===== config.mk =====
export PLATFORM = sky130hd
export DESIGN_NAME = registers_module_7x13
export DESIGN_NICKNAME = d
export VERILOG_FILES = /design/src/rtl/registers_module_7x13.sv
export SDC_FILE = /design/constraint.sdc
export NUM_CORES = 1
export LEC_CHECK = 0
export CAP_MARGIN = 30
export CORE_MARGIN = 1
export CORE_UTILIZATION = 45
export DETAILED_ROUTE_END_ITERATION = 8
export DONT_BUFFER_PORTS = 1
export GPL_TIMING_DRIVEN = 0
export SLEW_MARGIN = 0
export SYNTH_ARGS = -nofsm -noshare
export SYNTH_HDL_FRONTEND = slang
export SYNTH_SLANG_ARGS = --single-unit

===== constraint.sdc =====
create_clock -name Clock -period 3 [get_ports Clock]
set_clock_uncertainty 0.1 [all_clocks]
set_input_delay 0.6 -clock Clock [delete_from_list [all_inputs] [get_ports Clock]]
set_output_delay 0.6 -clock Clock [all_outputs]
set_load 0.005 [all_outputs]

===== src/rtl/registers_module_7x13.sv =====
// Seven-word storage bank for the alarm clock datapath: time and alarm words
// written from a shared data bus, all words continuously visible.
module registers_module_7x13 #(
  parameter int unsigned WIDTH = 13
) (
  output logic [WIDTH-1:0] Q_r0,
  output logic [WIDTH-1:0] Q_r1,
  output logic [WIDTH-1:0] Q_r2,
  output logic [WIDTH-1:0] Q_r3,
  output logic [WIDTH-1:0] Q_r4,
  output logic [WIDTH-1:0] Q_r5,
  output logic [WIDTH-1:0] Q_r6,
  input  logic [2:0]       STO,
  input  logic [WIDTH-1:0] D,
  input  logic             Clear,
  input  logic             Clock,
  input  logic             Enable
);

  localparam int unsigned NREGS = 7;

  logic [NREGS-1:0] wr_sel;
  logic [WIDTH-1:0] regs_d [NREGS];
  logic [WIDTH-1:0] regs_q [NREGS];

  // One-hot store decode; STO=7 selects nothing, so that write is dropped.
  always_comb begin
    wr_sel = '0;
    if (Enable) begin
      unique case (STO)
        3'd0:    wr_sel = 7'b000_0001;
        3'd1:    wr_sel = 7'b000_0010;
        3'd2:    wr_sel = 7'b000_0100;
        3'd3:    wr_sel = 7'b000_1000;
        3'd4:    wr_sel = 7'b001_0000;
        3'd5:    wr_sel = 7'b010_0000;
        3'd6:    wr_sel = 7'b100_0000;
        default: wr_sel = '0;
      endcase
    end
  end

  always_comb begin
    for (int unsigned i = 0; i < NREGS; i++) begin
      regs_d[i] = wr_sel[i] ? D : regs_q[i];
    end
  end

  // Clear has priority over any write on the same edge.
  always_ff @(posedge Clock) begin
    for (int unsigned i = 0; i < NREGS; i++) begin
      if (!Clear) begin
        regs_q[i] <= '0;
      end else begin
        regs_q[i] <= regs_d[i];
      end
    end
  end

  assign Q_r0 = regs_q[0];
  assign Q_r1 = regs_q[1];
  assign Q_r2 = regs_q[2];
  assign Q_r3 = regs_q[3];
  assign Q_r4 = regs_q[4];
  assign Q_r5 = regs_q[5];
  assign Q_r6 = regs_q[6];

endmodule


Word level (Yosys, flattened, before mapping)
Memory sizes are Yosys's and may differ from the RTL's.
Cells that the tools add are included.
- flip-flop bits (word level): 0
- RAM bits: 91
- input port bits: 19
- output and inout port bits: 91
- word-level logic and storage cells: 33
- memories kept: 1
- equality and inequality tests: 6
- mux-type cells: 18
- bitwise gates (word level): 7
- reductions and logical operators: 1
- memories (memory ; words ; width ; read ports ; clocked after memory_dff ; wr ports ; line ; source):
    regs_q ; 7 ; 13 ; 7 ; 0 ; 7 ; 24 ; logic [WIDTH-1:0] regs_q [NREGS];
- operators by type and width (operator ; count):
    13-bit two-way mux ; 14
    7-bit case mux with 7 select lines ; 1
    3-bit == test (second input constant) ; 3
    7-bit two-way mux ; 1
    1-bit OR ; 7
    3-bit by 2-bit == test with 1-bit output (second input constant) ; 2
    3-bit by 1-bit == test with 1-bit output (second input constant) ; 1
    3-bit zero test ; 1
    1-bit two-way mux ; 2

Depth between registers and ports, before layout
Gate-level depths: netlist (run 1).
- depth in word-level cells: 5
- mapped depth: 5
- gate-level depth less buffers: 2

Worst setup path before layout (run 1)
OpenSTA, ideal clock, no wires.
- path type: input to register
- from: input STO[1]
- to: memory regs_q[0][10]
- setup time: 0.124 ns
- data arrival time: 1.511 ns
- data required time: 2.776 ns
- slack: 1.265 ns
- stages on the path: 4
- buffers on the path: 2
- cells stage by stage: or4b_1 -> buf_2 -> buf_6 -> mux2i_1
- RTL lines (item ; line ; source):
    start, declared ; 13 ; input logic [2:0] STO,
    end, declared ; 24 ;

==> results_tabular.tex, run 1 <==
\begin{tabular}{lr}
\hline
Metric & Value \\
\hline
\multicolumn{2}{l}{\textbf{Synthesis}} \\
\quad Avg Synthesized Cell Area & 10.41 um2 \\
\quad Net count after synthesis & 336 \\
\quad Yosys synthesis warning count & 0 \\
\quad Post-synthesis cell type count & 11 \\
\quad Most common cell in the netlist & sky130\_fd\_sc\_hd\_\_nand2\_1 \\
\quad EDFF count, synth & 0 \\
\quad Cell types with the largest area share after synthesis & sky130\_fd\_sc\_hd\_\_dfxtp\_1 55\%, sky130\_fd\_sc\_hd\_\_mux2i\_1 28\%, sky130\_fd\_sc\_hd\_\_nand2\_1 12\%, sky130\_fd\_sc\_hd\_\_clkbuf\_1 1.6\%, sky130\_fd\_sc\_hd\_\_buf\_2 1.1\% \\
\quad Most frequently used flop master after synthesis & sky130\_fd\_sc\_hd\_\_dfxtp\_1 \\
\quad Most frequent cells after synthesis & 104 x sky130\_fd\_sc\_hd\_\_nand2\_1, 91 x sky130\_fd\_sc\_hd\_\_dfxtp\_1, 91 x sky130\_fd\_sc\_hd\_\_mux2i\_1, 14 x sky130\_fd\_sc\_hd\_\_clkbuf\_1, 7 x sky130\_fd\_sc\_hd\_\_buf\_2 \\
\quad Fraction of the yosys area taken by sequential cells & 55.19\% \\
\quad Top-area cell type share of the netlist area & 55.19\% \\
\quad Cell count after synthesis & 317 \\
\quad Cell area after technology mapping & 3301 um2 \\
\quad Number of synthesized register bits & 91 \\
\quad Proportion of synthesized flip-flops having asynchronous set or reset & 0\% \\
\quad Synth area leader & sky130\_fd\_sc\_hd\_\_dfxtp\_1 \\
\multicolumn{2}{l}{\textbf{Clocking}} \\
\quad Cts-stage hold buffer count & 0 \\
\quad \# clock sinks & 91 \\
\quad Clock Root Buffer & sky130\_fd\_sc\_hd\_\_clkbuf\_8 \\
\quad Post-cts resize count & 0 \\
\quad H-tree depth reported by CTS & 3 \\
\quad TritonCTS clock tree & done \\
\quad Later-pin clock latency in the skew report & 0.36 ns \\
\quad Clock slew seen by the registers of the worst setup and hold paths & 0.08 ns \\
\quad Deepest clock path buffer count & 2 \\
\quad Cts bufs inserted & 9 \\
\quad Buffers inserted by post-CTS timing repair & 0 \\
\multicolumn{2}{l}{\textbf{Worst setup path}} \\
\quad Setup crit start kind & input pin \\
\quad Length in cells of the worst reg-to-reg path & 2 \\
\quad Category of the most critical setup path & input pin to flip-flop \\
\quad Critical path required time & 3.19 ns \\
\quad Worst-path cell with the longest stage delay & sky130\_fd\_sc\_hd\_\_buf\_1 \\
\quad Peak fanout along the critical path & 10 \\
\quad Largest stage delay on the critical path & 0.49 ns \\
\quad Cell chain of the critical path & clkbuf\_1 -> clkbuf\_1 -> buf\_1 -> nand2\_1 -> mux2i\_1 \\
\quad Crit path DAT & 1.88 ns \\
\quad Critical Path Most Common Cell & sky130\_fd\_sc\_hd\_\_clkbuf\_1 \\
\quad Critical path capture point type & flip-flop \\
\multicolumn{2}{l}{\textbf{Power}} \\
\quad Maximum VDD drop & 0.2382 mV \\
\quad Leak pwr & 1.772 nW \\
\quad Power density normalized to cell area & 630.6 nW/um2 \\
\multicolumn{2}{l}{\textbf{Floorplan}} \\
\quad Starting density of the core & 47.53\% \\
\quad Standard-cell rows & 30 \\
\quad Die span in x & 87.65 um \\
\quad Area of the die & 7682 um2 \\
\quad Die span in y & 87.65 um \\
\quad Ports placed on the boundary & 110 \\
\quad Core area & 6944 um2 \\
\multicolumn{2}{l}{\textbf{Timing}} \\
\quad Final worst-path cycle share & 56.39\% \\
\quad Fmax achieved & 591.1 MHz \\
\quad Remaining max-slew budget at the tightest pin & 63.41\% \\
\quad Hold Violations, Final & 0 \\
\quad Total negative slack for setup checks & 0 ns \\
\quad RSZ-0062 raised after global routing & no \\
\quad Clock period minus worst slack & 1.692 ns \\
\quad Setup violators final & 0 \\
\quad Pin slew with the least headroom to its limit & 0.5489 ns \\
\quad Final Slew Violations & 0 \\
\multicolumn{2}{l}{\textbf{Cells and area}} \\
\quad Synth-to-layout area growth & 10.50\% \\
\quad Total inserted antenna cells & 0 \\
\quad Largest register by flop count & regs\_q \\
\quad Area of combinational cells with multiple inputs & 1373 um2 \\
\quad FF+latch area & 1822 um2 \\
\quad Number of flip-flops in the largest register & 91 \\
\quad Fraction of layout cells with a size suffix above 1 & 7.207\% \\
\quad FILL cells & 638 \\
\quad Final layout net count & 347 \\
\quad Final Non-Filler Cells & 429 \\
\quad Largest registers ranked by flip-flop count & regs\_q: 91 flops \\
\multicolumn{2}{l}{\textbf{Placement}} \\
\quad Port bufs & 0 \\
\quad Detailed-placement wirelength estimate & 5.500 mm \\
\quad Global placement routability congestion & 0.7926 \\
\quad Placed Cells incl. Taps & 413 \\
\multicolumn{2}{l}{\textbf{Route}} \\
\quad Final routed wirelength across all metal layers & 8.121 mm \\
\quad WL/cell & 18.93 um \\
\quad DRC violation count after routing & 0 \\
\quad Starting DRC count in detailed routing & 81 \\
\quad Post-detailed-route count of antenna-violating nets & 0 \\
\quad Per-cell via count in the routed design & 5.161 \\
\quad First-pass DRT Iterations & 5 \\
\quad Total number of vias & 2214 \\
\multicolumn{2}{l}{\textbf{Global route}} \\
\quad First-pass GRT wire length & 12.36 mm \\
\quad Number of global-route vias before repair & 2201 \\
\quad Largest net degree at the start of global routing & 16 \\
\quad GRT Resource Usage Total & 22.51\% \\
\quad Overflow left after global routing & 0 \\
\quad Initial antenna violation count & 0 \\
\multicolumn{2}{l}{\textbf{Flow run}} \\
\quad \# Max-Cap Violations & 0 \\
\multicolumn{2}{l}{\textbf{Min path}} \\
\quad Worst Hold Depth & 2 \\
\quad Hold crit path type & flip-flop to flip-flop \\
\multicolumn{2}{l}{\textbf{Outcome}} \\
\quad Result of the run & finished clean \\
\hline
\end{tabular}
==> final timing paths <==
check                start       endpoint  slack, ns
max                  Clear  regs_q[1][34]       1.31
min          regs_q[1][24]  regs_q[1][24]       0.38
max reg2reg   regs_q[0][2]   regs_q[0][2]       2.22
min reg2reg  regs_q[1][24]  regs_q[1][24]       0.38
==> logic make-up (layout without fill, tap and decap cells) <==
| logic type | count (synthesis) | count (layout) | share of synthesized area (%) |
|---|---|---|---|
| simple gates | 111 | 111 | 13.99 |
| mux | 91 | 91 | 27.60 |
| flops | 91 | 91 | 55.19 |
| buf+inv | 24 | 40 | 3.222 |
==> metal layers <==
| metal | up-vias | global-route usage (%) | share of wire, % | wire length [um] |
|---|---|---|---|---|
| met1 | 1056 | 27.82 | 44 | 3577 |
| met5 | - | 0 | 0 | 0 |
| met4 | 0 | 9.389 | 1.7 | 142 |
| li1 | 1078 | - | - | - |
| met2 | 69 | 36.86 | 47 | 3811 |
| met3 | 11 | 6.503 | 7.3 | 590 |
==> metrics by stage <==
stage	hold slack (ns)	power [mW]	setup slack [ns]	util (%)	area, um2
after floorplan	0.3511	1.358	1.265	-	3301
after global placement	0.3630	1.396	0.9396	49.26	3421
after detailed placement	0.3653	1.397	0.9254	49.26	3421
after CTS	0.3823	2.314	1.296	52.52	3647
after global routing	0.3967	2.383	1.177	52.52	3647
final	0.3783	2.300	1.308	52.52	3647
==> cells in the final DEF (no fill, tap or decap), types with 2 or more instances in the layout <==
master,n
sky130_fd_sc_hd__nand2_1,104
sky130_fd_sc_hd__mux2i_1,91
sky130_fd_sc_hd__dfxtp_1,91
sky130_fd_sc_hd__clkbuf_1,14
sky130_fd_sc_hd__clkbuf_8,10
sky130_fd_sc_hd__buf_2,7
sky130_fd_sc_hd__nand4bb_1,3
sky130_fd_sc_hd__buf_1,2
sky130_fd_sc_hd__nand4b_1,2
sky130_fd_sc_hd__bufinv_16,2
sky130_fd_sc_hd__clkinvlp_4,2
==> cell type report <==
type / instances / area share [%]
clock inverter: 6 / 2.436
clock buffer: 10 / 3.774
tap: 96 / 3.293
buffer: 24 / 2.916
sequential: 91 / 49.95
multi-input combinational: 202 / 37.63
==> critical path, delay by kind of cell <==
family	cells	cell delay, ns
buffers and inverters	3	1.03
multiplexers	1	0.14
AND/OR/NAND/NOR	1	0.11
==> power breakdown <==
| part | total [mW] | switching [mW] | leakage [nW] | internal [mW] |
|---|---|---|---|---|
| logic | 0.113 | 0.0771 | 0.927 | 0.0357 |
| clock network | 0.933 | 0.441 | 0.108 | 0.492 |
| registers | 1.25 | 0.0207 | 0.736 | 1.23 |
| total | 2.30 | 0.539 | 1.77 | 1.76 |
Note: power is estimated with default switching activity, not from simulation.
==> inputs of run 2 (changes only) <==
==> constraint.sdc (replaced) <==
create_clock -name Clock -period 1.58 [get_ports Clock]
set_clock_uncertainty 0.1 [all_clocks]
set_input_delay 0.316 -clock Clock [delete_from_list [all_inputs] [get_ports Clock]]
set_output_delay 0.316 -clock Clock [all_outputs]
set_load 0.005 [all_outputs]
==> results of run 2 <==
The final DEF is identical to that of run 1. Status: finished clean.
Among the figures that moved: setup slack after placement 0.9254 ns -> -0.2106 ns; clock-pin slew on the worst setup and hold paths 0.08 ns -> 0.09 ns; setup slack after layout 1.308 ns -> 0.1722 ns; hold slack 0.3783 ns -> 0.1886 ns; register-to-register setup slack 2.22 ns -> 0.80 ns; end point of the worst hold path regs_q[1][24] -> regs_q[0][51]; total power 2.300 mW -> 4.367 mW; worst IR drop on VDD 0.2382 mV -> 0.4523 mV
